**config.mk**
```make
export PLATFORM = sky130hd
export DESIGN_NAME = minibyte_control
export DESIGN_NICKNAME = d
export VERILOG_FILES = /design/src/rtl/minibyte_control.sv
export SDC_FILE = /design/constraint.sdc
export NUM_CORES = 1
export LEC_CHECK = 0
export CORE_UTILIZATION = 47
export CTS_BUF_LIST = sky130_fd_sc_hd__clkbuf_8 sky130_fd_sc_hd__clkbuf_16
export DETAILED_ROUTE_END_ITERATION = 12
export PLACE_DENSITY = 0.82
export SLEW_MARGIN = 0
export SYNTH_ARGS = -nofsm -noshare
export SYNTH_HDL_FRONTEND = slang
export SYNTH_SLANG_ARGS = --single-unit
```
**constraint.sdc**
```tcl
create_clock -name clk_in -period 4.6 [get_ports clk_in]
set_input_delay 1.38 -clock clk_in [delete_from_list [all_inputs] [get_ports clk_in]]
set_output_delay 1.38 -clock clk_in [all_outputs]
set_load 0.01 [all_outputs]
```
**src/rtl/minibyte_control.sv**
```systemverilog
// ---------------------------------------------------------------------------
// minibyte_control
//
// Instruction sequencer for the minibyte CPU. Each instruction is two bytes
// (opcode, operand) read from memory at PC. The sequencer walks through
// FETCH_OP -> FETCH_ARG [-> EXEC] and drives the register strobes, the
// address mux, the ALU operation and the memory write strobe. It also keeps
// registered copies of the ALU Z/N flags that the branches test.
//
// Parameters
//   HALT_EN        1: opcode 0xF halts the CPU, 0: opcode 0xF acts as NOP
//
// Ports
//   clk_in         in   1  clock, all state changes on the rising edge
//   rst_in         in   1  synchronous active-high reset
//   data_in        in   8  memory read data (opcode or operand byte)
//   flag_z_in      in   1  ALU zero flag for the current ALU result
//   flag_n_in      in   1  ALU negative flag for the current ALU result
//   ctrl_set_a     out  1  load A from the ALU result
//   ctrl_set_m     out  1  load M from the ALU result
//   ctrl_set_pc    out  1  load PC from the ALU result
//   ctrl_inc_pc    out  1  increment PC
//   ctrl_addr_mux  out  1  memory address select: 0 = PC, 1 = M
//   ctrl_alu_op    out  3  ALU operation (PASSB/ADD/SUB/AND/OR/XOR)
//   we_out         out  1  memory write strobe (address M, data A)
//   halted_out     out  1  sequencer is halted
// ---------------------------------------------------------------------------
module minibyte_control #(
    parameter bit HALT_EN = 1'b1
) (
    input  logic       clk_in,
    input  logic       rst_in,
    input  logic [7:0] data_in,
    input  logic       flag_z_in,
    input  logic       flag_n_in,
    output logic       ctrl_set_a,
    output logic       ctrl_set_m,
    output logic       ctrl_set_pc,
    output logic       ctrl_inc_pc,
    output logic       ctrl_addr_mux,
    output logic [2:0] ctrl_alu_op,
    output logic       we_out,
    output logic       halted_out
);

    // Sequencer states
    typedef enum logic [1:0] {
        ST_FETCH_OP  = 2'd0,
        ST_FETCH_ARG = 2'd1,
        ST_EXEC      = 2'd2,
        ST_HALT      = 2'd3
    } state_t;

    // Opcode field values (upper nibble of the opcode byte)
    localparam logic [3:0] OP_NOP = 4'h0;
    localparam logic [3:0] OP_LDA = 4'h1;
    localparam logic [3:0] OP_XOR = 4'h6;
    localparam logic [3:0] OP_STA = 4'h7;
    localparam logic [3:0] OP_JMP = 4'h8;
    localparam logic [3:0] OP_BZ  = 4'h9;
    localparam logic [3:0] OP_BN  = 4'hA;
    localparam logic [3:0] OP_HLT = 4'hF;

    // ALU operation codes
    localparam logic [2:0] ALU_PASSB = 3'b000;

    state_t     state_q, state_d;
    logic [7:0] ir_q, ir_d;
    logic       flag_z_q, flag_z_d;
    logic       flag_n_q, flag_n_d;

    // Decoded fields of the latched opcode
    logic [3:0] ir_op;
    logic       ir_direct;
    logic       ir_is_alu;
    logic       ir_is_sta;
    logic [2:0] ir_alu_code;
    logic       branch_taken;

    // The low three opcode bits carry no meaning, and the operand byte is
    // consumed by the datapath rather than by the sequencer.
    logic unused_bits;
    assign unused_bits = ^{ir_q[2:0], data_in[2:0]};

    // Opcode decode. LDA..XOR are numbered 1..6 and their ALU codes are
    // simply op - 1, which puts LDA on PASSB.
    always_comb begin
        ir_op       = ir_q[7:4];
        ir_direct   = ir_q[3];
        ir_is_alu   = (ir_op >= OP_LDA) && (ir_op <= OP_XOR);
        ir_is_sta   = (ir_op == OP_STA);
        ir_alu_code = 3'(ir_op - 4'd1);
        branch_taken = 1'b0;
        if (ir_op == OP_BZ) begin
            branch_taken = flag_z_q;
        end else if (ir_op == OP_BN) begin
            branch_taken = flag_n_q;
        end
    end

    // Next-state and output decode. Outputs depend on the state, the
    // latched opcode, the registered flags and, in FETCH_OP, the incoming
    // opcode byte. Everything is held at zero while reset is asserted.
    always_comb begin
        state_d       = state_q;
        ir_d          = ir_q;
        flag_z_d      = flag_z_q;
        flag_n_d      = flag_n_q;
        ctrl_set_a    = 1'b0;
        ctrl_set_m    = 1'b0;
        ctrl_set_pc   = 1'b0;
        ctrl_inc_pc   = 1'b0;
        ctrl_addr_mux = 1'b0;
        ctrl_alu_op   = ALU_PASSB;
        we_out        = 1'b0;
        halted_out    = 1'b0;

        if (!rst_in) begin
            case (state_q)
                ST_FETCH_OP: begin
                    ctrl_inc_pc = 1'b1;
                    ir_d        = data_in;
                    if (HALT_EN && (data_in[7:4] == OP_HLT)) begin
                        state_d = ST_HALT;
                    end else begin
                        state_d = ST_FETCH_ARG;
                    end
                end

                ST_FETCH_ARG: begin
                    state_d = ST_FETCH_OP;
                    if (ir_is_alu && !ir_direct) begin
                        // Immediate: the operand byte goes straight to the ALU
                        ctrl_alu_op = ir_alu_code;
                        ctrl_set_a  = 1'b1;
                        ctrl_inc_pc = 1'b1;
                    end else if ((ir_is_alu || ir_is_sta) && ir_direct) begin
                        // Direct: the operand is an address, park it in M
                        ctrl_set_m  = 1'b1;
                        ctrl_inc_pc = 1'b1;
                        state_d     = ST_EXEC;
                    end else if (ir_op == OP_JMP) begin
                        ctrl_set_pc = 1'b1;
                    end else if ((ir_op == OP_BZ) || (ir_op == OP_BN)) begin
                        // PC either takes the operand or steps past it
                        ctrl_set_pc = branch_taken;
                        ctrl_inc_pc = !branch_taken;
                    end else begin
                        // NOP, reserved ops, STA immediate, HLT when disabled
                        ctrl_inc_pc = 1'b1;
                    end
                end

                ST_EXEC: begin
                    ctrl_addr_mux = 1'b1;
                    state_d       = ST_FETCH_OP;
                    if (ir_is_alu) begin
                        ctrl_alu_op = ir_alu_code;
                        ctrl_set_a  = 1'b1;
                    end else if (ir_is_sta) begin
                        we_out = 1'b1;
                    end
                end

                ST_HALT: begin
                    halted_out = 1'b1;
                end

                default: begin
                    state_d = ST_FETCH_OP;
                end
            endcase

            // Flags track the ALU result only when it lands in A
            if (ctrl_set_a) begin
                flag_z_d = flag_z_in;
                flag_n_d = flag_n_in;
            end
        end
    end

    // State, instruction and flag registers with synchronous reset
    always_ff @(posedge clk_in) begin
        if (rst_in) begin
            state_q  <= ST_FETCH_OP;
            ir_q     <= 8'h00;
            flag_z_q <= 1'b0;
            flag_n_q <= 1'b0;
        end else begin
            state_q  <= state_d;
            ir_q     <= ir_d;
            flag_z_q <= flag_z_d;
            flag_n_q <= flag_n_d;
        end
    end

    // OP_NOP documents the encoding of the default-path opcode
    logic unused_nop;
    assign unused_nop = ^OP_NOP;

endmodule

```
==> results of run 1 <==
[power breakdown]
group | switching, mW | internal [mW] | leakage (nW)
Combinational | 0.0267 | 0.0303 | 0.276
Sequential | 0.00680 | 0.0837 | 0.0741
Clock | 0.0331 | 0.0583 | 0.0269
Total | 0.0665 | 0.172 | 0.377
[routing by layer]
metal | vias to the layer above | share of wire | GRT usage | wire (um)
li1 | 293 | - | - | -
met1 | 248 | 0.50 | 0.244 | 654
met2 | 19 | 0.44 | 0.296 | 584
met3 | 2 | 0.050 | 0.0578 | 66
met4 | 0 | 0.0084 | 0.121 | 11
met5 | - | 0 | 0 | 0
[synthesized netlist by cell type]
cell	instances	area [um2]
sky130_fd_sc_hd__nor3b_2	1	12.5
sky130_fd_sc_hd__clkbuf_1	1	3.75
sky130_fd_sc_hd__a221oi_2	1	15.0
sky130_fd_sc_hd__dfxtp_1	9	180
sky130_fd_sc_hd__xnor2_1	1	8.76
sky130_fd_sc_hd__nand3b_1	2	15.0
sky130_fd_sc_hd__nor4_1	1	6.26
sky130_fd_sc_hd__nor3b_1	1	7.51
sky130_fd_sc_hd__nor3_2	1	10.0
sky130_fd_sc_hd__buf_1	1	3.75
sky130_fd_sc_hd__a211o_1	1	8.76
sky130_fd_sc_hd__mux2i_1	7	70.1
sky130_fd_sc_hd__and4b_1	1	10.0
sky130_fd_sc_hd__buf_2	1	5.00
sky130_fd_sc_hd__o211ai_2	1	12.5
sky130_fd_sc_hd__ha_1	8	100
sky130_fd_sc_hd__inv_1	5	18.8
sky130_fd_sc_hd__nand2b_1	4	25.0
sky130_fd_sc_hd__o211a_1	1	10.0
sky130_fd_sc_hd__nor2b_1	3	18.8
sky130_fd_sc_hd__nor2_1	11	41.3
sky130_fd_sc_hd__o2111ai_1	1	8.76
sky130_fd_sc_hd__nand4_1	1	6.26
sky130_fd_sc_hd__o211ai_1	1	7.51
sky130_fd_sc_hd__a21oi_1	3	15.0
sky130_fd_sc_hd__nor3_1	2	10.0
sky130_fd_sc_hd__nor3b_4	1	18.8
[worst min-delay path: cells and delay by family, from the launching register on]
family,cells,cell delay (ns)
and+or+nand+nor,1,0.06
muxes,1,0.06
DFF,1,0.31
[cells by family (layout without fill, tap and decap cells)]
kind of cell             count (synthesis)  count (layout)
multiplexers                             7               7
XOR/XNOR                                 1               1
AO/OA/AOI/OAI                            9               9
AND/OR/NAND/NOR                         29              29
adder cells (fa/ha/maj)                  8               8
buffers and inverters                    8              29
flip-flops                               9               9
[worst min-delay path by stage]
stage | startpoint | endpoint | slack, ns | cells past startpoint
2_1_floorplan | flag_n_q | flag_n_q | 0.45 | 2
3_3_place_gp | flag_n_q | flag_n_q | 0.47 | 2
3_5_place_dp | flag_n_q | flag_n_q | 0.47 | 2
4_1_cts | flag_n_q | flag_n_q | 0.48 | 2
5_1_grt | flag_z_q | flag_z_q | 0.49 | 2
6_report | flag_n_q | flag_n_q | 0.48 | 2
[flip-flops by register name, summed over array words and instances, names as in the netlist]
signal and cells:
flag_n_q 1, flag_z_q 1, ir_q 5, state_q 2
[stage by stage]
step	cells	power, mW	hold WS [ns]	util
2_1_floorplan	71	0.128	0.448	-
3_3_place_gp	103	0.147	0.465	0.662
3_5_place_dp	103	0.148	0.470	0.662
4_1_cts	107	0.239	0.483	0.697
5_1_grt	107	0.250	0.492	0.697
6_report	107	0.239	0.480	0.697
[layout make-up]
cell class	instances	area, um2
flip-flops and latches	9	180
clock inverters	1	3.75
multi-input cells	54	438
well taps	15	18.8
clock buffers	3	41.3
repair buffers	20	195
inverters	5	18.8
fillers	116	389
==> out/results.md, run 1 <==
| Item | This run | Unit |
|:---|:---|:---|
| Count of hold buffers inserted by post-cts repair | 0 | - |
| Congestion Overflow GR | 0 | - |
| Pin count of the biggest net entering global routing | 12 | - |
| Synthesis-to-finish area growth | 38.0 | % |
| Reg-to-Reg End | flag_n_q | - |
| Crit path launch | rst_in | - |
| Overall track demand over capacity in global routing | 0.198 | - |
| Quantity of gates resized following cts | 0 | - |
| Kind of cell adding the most delay to the critical path | buffers and inverters | - |
| Post-Synthesis Net Count | 91 | - |
| Register clock-pin slew on the reported worst setup and hold paths | 0.05 | ns |
| Via density per instance | 5.25 | - |
| Starting density of the core | 0.505 | - |
| Die span in x | 39.2 | um |
| Required arrival time at the worst endpoint | 3.22 | ns |
| Post-synthesis cell type count | 27 | - |
| Worst setup path class | input port to primary output | - |
| ANT nets after route | 0 | - |
| TritonCTS Buffers | 3 | - |
| Worst setup SP type | input port | - |
| Buf/Inv on CP | 3 | - |
| Slack of the worst reg-to-reg path | 2.97 | ns |
| Via count of the routed design | 562 | - |
| Power density over the cells | 267 | nW/um2 |
| Final number of setup-violating endpoints | 0 | - |
| Die outline height | 39.2 | um |
| Clock Sink Count | 9 | - |
| Depth of the critical timing path with buffers and inverters included | 4 | - |
| Violation count after the first detailed-route iteration | 4 | - |
| Clock tree skew after final layout | 0.00469 | ns |
| Area fraction in compound gates after synthesis | 0.119 | - |
| Number of violations of the max-capacitance limit | 0 | - |
| IO buf count | 18 | - |
| Clk buf depth | 2 | - |
| Final Hold Violating Endpoints | 0 | - |
| Vias in the first global route | 488 | - |
| Average cell area after synthesis | 9.15 | um2 |
| Max Clock Freq | 233 | MHz |
| Static leakage | 0.377 | nW |
| Synthesis warning total | 0 | - |
| Final WL | 1320 | um |
| Fraction of the mapped netlist area in adder cells | 0.154 | - |
| Slowest cell delay on critical path | 0.59 | ns |
| Total of flip-flops plus latches after synthesis | 9 | - |
| Average routed wire per standard cell | 12.3 | um |
| Endpoint of the worst setup timing path | ctrl_set_m | - |
| Minimum setup slack in the final design | 0.307 | ns |
| Result of the run | complete, no violations | - |
| Worst-Margin Slew | 0.324 | ns |
| Setup repair after global routing missed its margin | false | - |
| Area of the die | 1530 | um2 |
| Std cell rows | 13 | - |
| Setup tns final | 0 | ns |
| Path category of the worst min-delay check | flip-flop to flip-flop | - |
| Max_slew headroom | 0.784 | - |
| Startpoint of the lowest-slack register-to-register path | ir_q[4] | - |
| Clock latency at the later pin of the worst-skew pair | 0.23 | ns |
| Nature of the critical path endpoint | primary output | - |
| Top-Level Pins | 22 | - |
| Reg2Reg Depth | 6 | - |
| CORE AREA | 1280 | um2 |
| Summed instance area of the synthesized netlist | 649 | um2 |
| Antenna violations before repair | 0 | - |
| Wire length of the first global-routing pass | 1990 | um |
| Ant diodes | 0 | - |
| Share of the clock period used by the worst path | 0.933 | - |
| Share of the yosys chip area belonging to registers | 0.277 | - |
| Post-route DRC | 0 | - |
| TritonCTS clock tree | yes | - |
| Fraction of layout cells with a size suffix above 1 | 0.109 | - |
| Cell type of the slowest stage on the worst timing path | sky130_fd_sc_hd__clkdlybuf4s50_1 | - |
| H-tree depth reported by CTS | 1 | - |
| Post-layout nets | 113 | - |
| Xor and xnor fraction of the mapped netlist area | 0.0135 | - |
| Gate Count Post-Synth | 71 | - |
| Postcts setup bufs | 0 | - |
| Post-detail-place hpwl | 997 | um |
| Post-synthesis mux area share | 0.108 | - |
| Post-layout min period | 4.29 | ns |
| First-pass iteration count of the detailed router | 4 | - |
| Critical path fanouts, max | 11 | - |
| Top library cells by usage in the layout, fill and taps aside | 18 x sky130_fd_sc_hd__clkdlybuf4s50_1, 11 x sky130_fd_sc_hd__nor2_1, 9 x sky130_fd_sc_hd__dfxtp_1 | - |
| Clock root buffer | sky130_fd_sc_hd__clkbuf_8 | - |
| Total count of max-transition violations in the final report | 0 | - |
| Data arrival time of the critical path | 2.91 | ns |
| Most common cell type on the critical path | sky130_fd_sc_hd__clkdlybuf4s50_1 | - |
| Final instance area | 896 | um2 |
| Global placer's final weighted congestion | 0.872 | - |
| Placed cell area | 851 | um2 |
| Most common cell after layout, fill and taps aside | sky130_fd_sc_hd__clkdlybuf4s50_1 | - |
| Synth Area in Simple Gates | 0.279 | - |
| Main combinational cell family by area after synthesis | simple AND/OR/NAND/NOR gates | - |
| Cell-by-cell trace of the critical path | clkdlybuf4s50_1 -> buf_4 -> nor4_1 -> clkdlybuf4s50_1 | - |
| Worst supply voltage drop on vdd | 0.187 | mV |
| Worst slack, placed | 0.320 | ns |
Note: power is estimated with default switching activity, not from simulation.
==> inputs of run 2 (changes only) <==
- CAP_MARGIN: unset -> 20
- GPL_ROUTABILITY_DRIVEN: unset -> 0
==> results of run 2 <==
No change in the layout: final DEF, timing and power equal those of run 1.
==> inputs of run 3 (changes only) <==
- CORE_AREA: unset -> 2 2 39 41
- CORE_UTILIZATION: 47 -> unset
- DIE_AREA: unset -> 0 0 41 43
- DONT_BUFFER_PORTS: unset -> 1
- MAX_ROUTING_LAYER: unset -> met4
- PLACE_DENSITY: 0.82 -> unset
==> out/results.md, run 3 (same netlist as run 1, synthesis figures left out) <==
| Item | This run | Unit |
|:---|:---|:---|
| Via density per instance | 5.55 | - |
| Slowest cell delay on critical path | 0.51 | ns |
| Final Hold Violating Endpoints | 0 | - |
| Buf/Inv on CP | 0 | - |
| Congestion Overflow GR | 0 | - |
| Clock Sink Count | 9 | - |
| TritonCTS Buffers | 3 | - |
| Top-Level Pins | 22 | - |
| IO buf count | 0 | - |
| Fraction of layout cells with a size suffix above 1 | 0.111 | - |
| Finished Layout Cells | 88 | - |
| Most used routing layer | met1 | - |
| Post-route DRC | 0 | - |
| Path category of the worst min-delay check | flip-flop to flip-flop | - |
| Critical path fanouts, max | 20 | - |
| Startpoint of the lowest-slack register-to-register path | ir_q[4] | - |
| Required arrival time at the worst endpoint | 3.22 | ns |
| Worst supply voltage drop on vdd | 0.153 | mV |
| Clock tree skew after final layout | 0.000356 | ns |
| Std cell rows | 14 | - |
| Pin count of the biggest net entering global routing | 21 | - |
| Cell type of the slowest stage on the worst timing path | sky130_fd_sc_hd__nor4_1 | - |
| Post-layout min period | 3.27 | ns |
| Via count of the routed design | 488 | - |
| Final WL | 1210 | um |
| Clock root buffer | sky130_fd_sc_hd__clkbuf_8 | - |
| CORE AREA | 1380 | um2 |
| Die outline height | 43 | um |
| Max Clock Freq | 306 | MHz |
| Reg-to-Reg End | flag_n_q | - |
| Data arrival time of the critical path | 1.89 | ns |
| Nature of the critical path endpoint | primary output | - |
| Reg2Reg Depth | 6 | - |
| Post-detail-place hpwl | 941 | um |
| Max_slew headroom | 0.619 | - |
| Average routed wire per standard cell | 13.8 | um |
| Vias in the first global route | 436 | - |
| Starting density of the core | 0.469 | - |
| ANT nets after route | 0 | - |
| Antenna violations before repair | 0 | - |
| Die span in x | 41 | um |
| Area of the multi-input gates | 438 | um2 |
| Largest registers | ir_q (5), state_q (2) | - |
| Number of violations of the max-capacitance limit | 0 | - |
| Crit path launch | rst_in | - |
| GR Layer Usage met2 | 0.213 | - |
| Synthesis-to-finish area growth | 8.09 | % |
| Largest Register | ir_q | - |
| H-tree depth reported by CTS | 1 | - |
| Static leakage | 0.302 | nW |
| Fin Hold WS | 0.473 | ns |
| Filler Cell Count | 135 | - |
| Worst-Margin Slew | 0.566 | ns |
| First-pass iteration count of the detailed router | 2 | - |
| GR Layer Usage met3 | 0.0628 | - |
| Quantity of gates resized following cts | 0 | - |
| Post-layout nets | 93 | - |
| Clk buf depth | 2 | - |
| Slack of the worst reg-to-reg path | 2.98 | ns |
| Wire length of the first global-routing pass | 1960 | um |
| Power density over the cells | 316 | nW/um2 |
| Final number of setup-violating endpoints | 0 | - |
| Overall track demand over capacity in global routing | 0.175 | - |
| Setup tns final | 0 | ns |
| Register clock-pin slew on the reported worst setup and hold paths | 0.04 | ns |
| Clock latency at the later pin of the worst-skew pair | 0.23 | ns |
| Ant diodes | 0 | - |
| Count of hold buffers inserted by post-cts repair | 0 | - |
| Postcts setup bufs | 0 | - |
| Total count of max-transition violations in the final report | 0 | - |
| Cell-by-cell trace of the critical path | nor4_1 | - |
| Number of placed instances, taps included | 84 | - |
| Worst setup path class | input port to primary output | - |
| Sequential cell area | 180 | um2 |
| Violation count after the first detailed-route iteration | 3 | - |
| Share of the clock period used by the worst path | 0.710 | - |
| TritonCTS clock tree | yes | - |
| Endpoint of the worst setup timing path | ctrl_set_m | - |
| Met1 Track Usage GR | 0.242 | - |
| Kind of cell adding the most delay to the critical path | simple AND/OR/NAND/NOR gates | - |
| Depth of the critical timing path with buffers and inverters included | 1 | - |
| Result of the run | complete, no violations | - |
| Top library cells by usage in the layout, fill and taps aside | 11 x sky130_fd_sc_hd__nor2_1, 9 x sky130_fd_sc_hd__dfxtp_1, 8 x sky130_fd_sc_hd__ha_1 | - |
| Most common cell after layout, fill and taps aside | sky130_fd_sc_hd__nor2_1 | - |
| Setup repair after global routing missed its margin | false | - |
| Flip-flop count of the largest register after layout | 5 | - |
| Worst setup SP type | input port | - |
| Area of the die | 1760 | um2 |
-- run 3: changes by cell type in the layout (fill, tap and decap cells not counted) --
cell	previous run	this run
sky130_fd_sc_hd__clkdlybuf4s50_1	18	0
sky130_fd_sc_hd__buf_4	2	0
-- run 3: where the power goes --
| group | internal (mW) | switching (mW) | total (mW) |
|---|---|---|---|
| Combinational | 0.0198 | 0.0215 | 0.0412 |
| Sequential | 0.0838 | 0.00670 | 0.0905 |
| Clock | 0.0582 | 0.0320 | 0.0902 |
| Total | 0.162 | 0.0602 | 0.222 |
-- run 3: worst min-delay path: stages (launching register included) --
cell                       delay, ns
sky130_fd_sc_hd__dfxtp_1        0.31
sky130_fd_sc_hd__nand2b_1       0.06
sky130_fd_sc_hd__mux2i_1        0.05
-- run 3: metrics by stage --
stage	setup WS (ns)	util	total power, mW	area [um2]
final	1.33	0.507	0.222	702
after global routing	1.18	0.507	0.234	702
after CTS	1.32	0.507	0.225	702
after detailed placement	1.32	0.475	0.133	657
after global placement	1.32	0.475	0.133	657
after floorplan	1.17	-	0.128	649
-- run 3: worst min-delay path by stage --
stage,end,slack [ns],cells past startpoint,startpoint
after floorplan,flag_n_q,0.45,2,flag_n_q
after global placement,flag_z_q,0.47,2,flag_z_q
after detailed placement,flag_n_q,0.47,2,flag_n_q
after CTS,flag_z_q,0.48,2,flag_z_q
after global routing,flag_z_q,0.50,2,flag_z_q
final,flag_n_q,0.47,2,flag_n_q
-- run 3: area by class of cell --
cell class                 instances  share of cell area
clock inverter                     1             0.00535
multi-input combinational         54               0.624
tap                               16              0.0285
inverter                           5              0.0267
sequential                         9               0.257
clock buffer                       3              0.0588
-- run 3: routing by layer --
metal | vias up | share of wire
met5 | - | 0
met4 | 0 | 0.024
met3 | 5 | 0.073
met1 | 218 | 0.48
li1 | 249 | -
met2 | 16 | 0.42
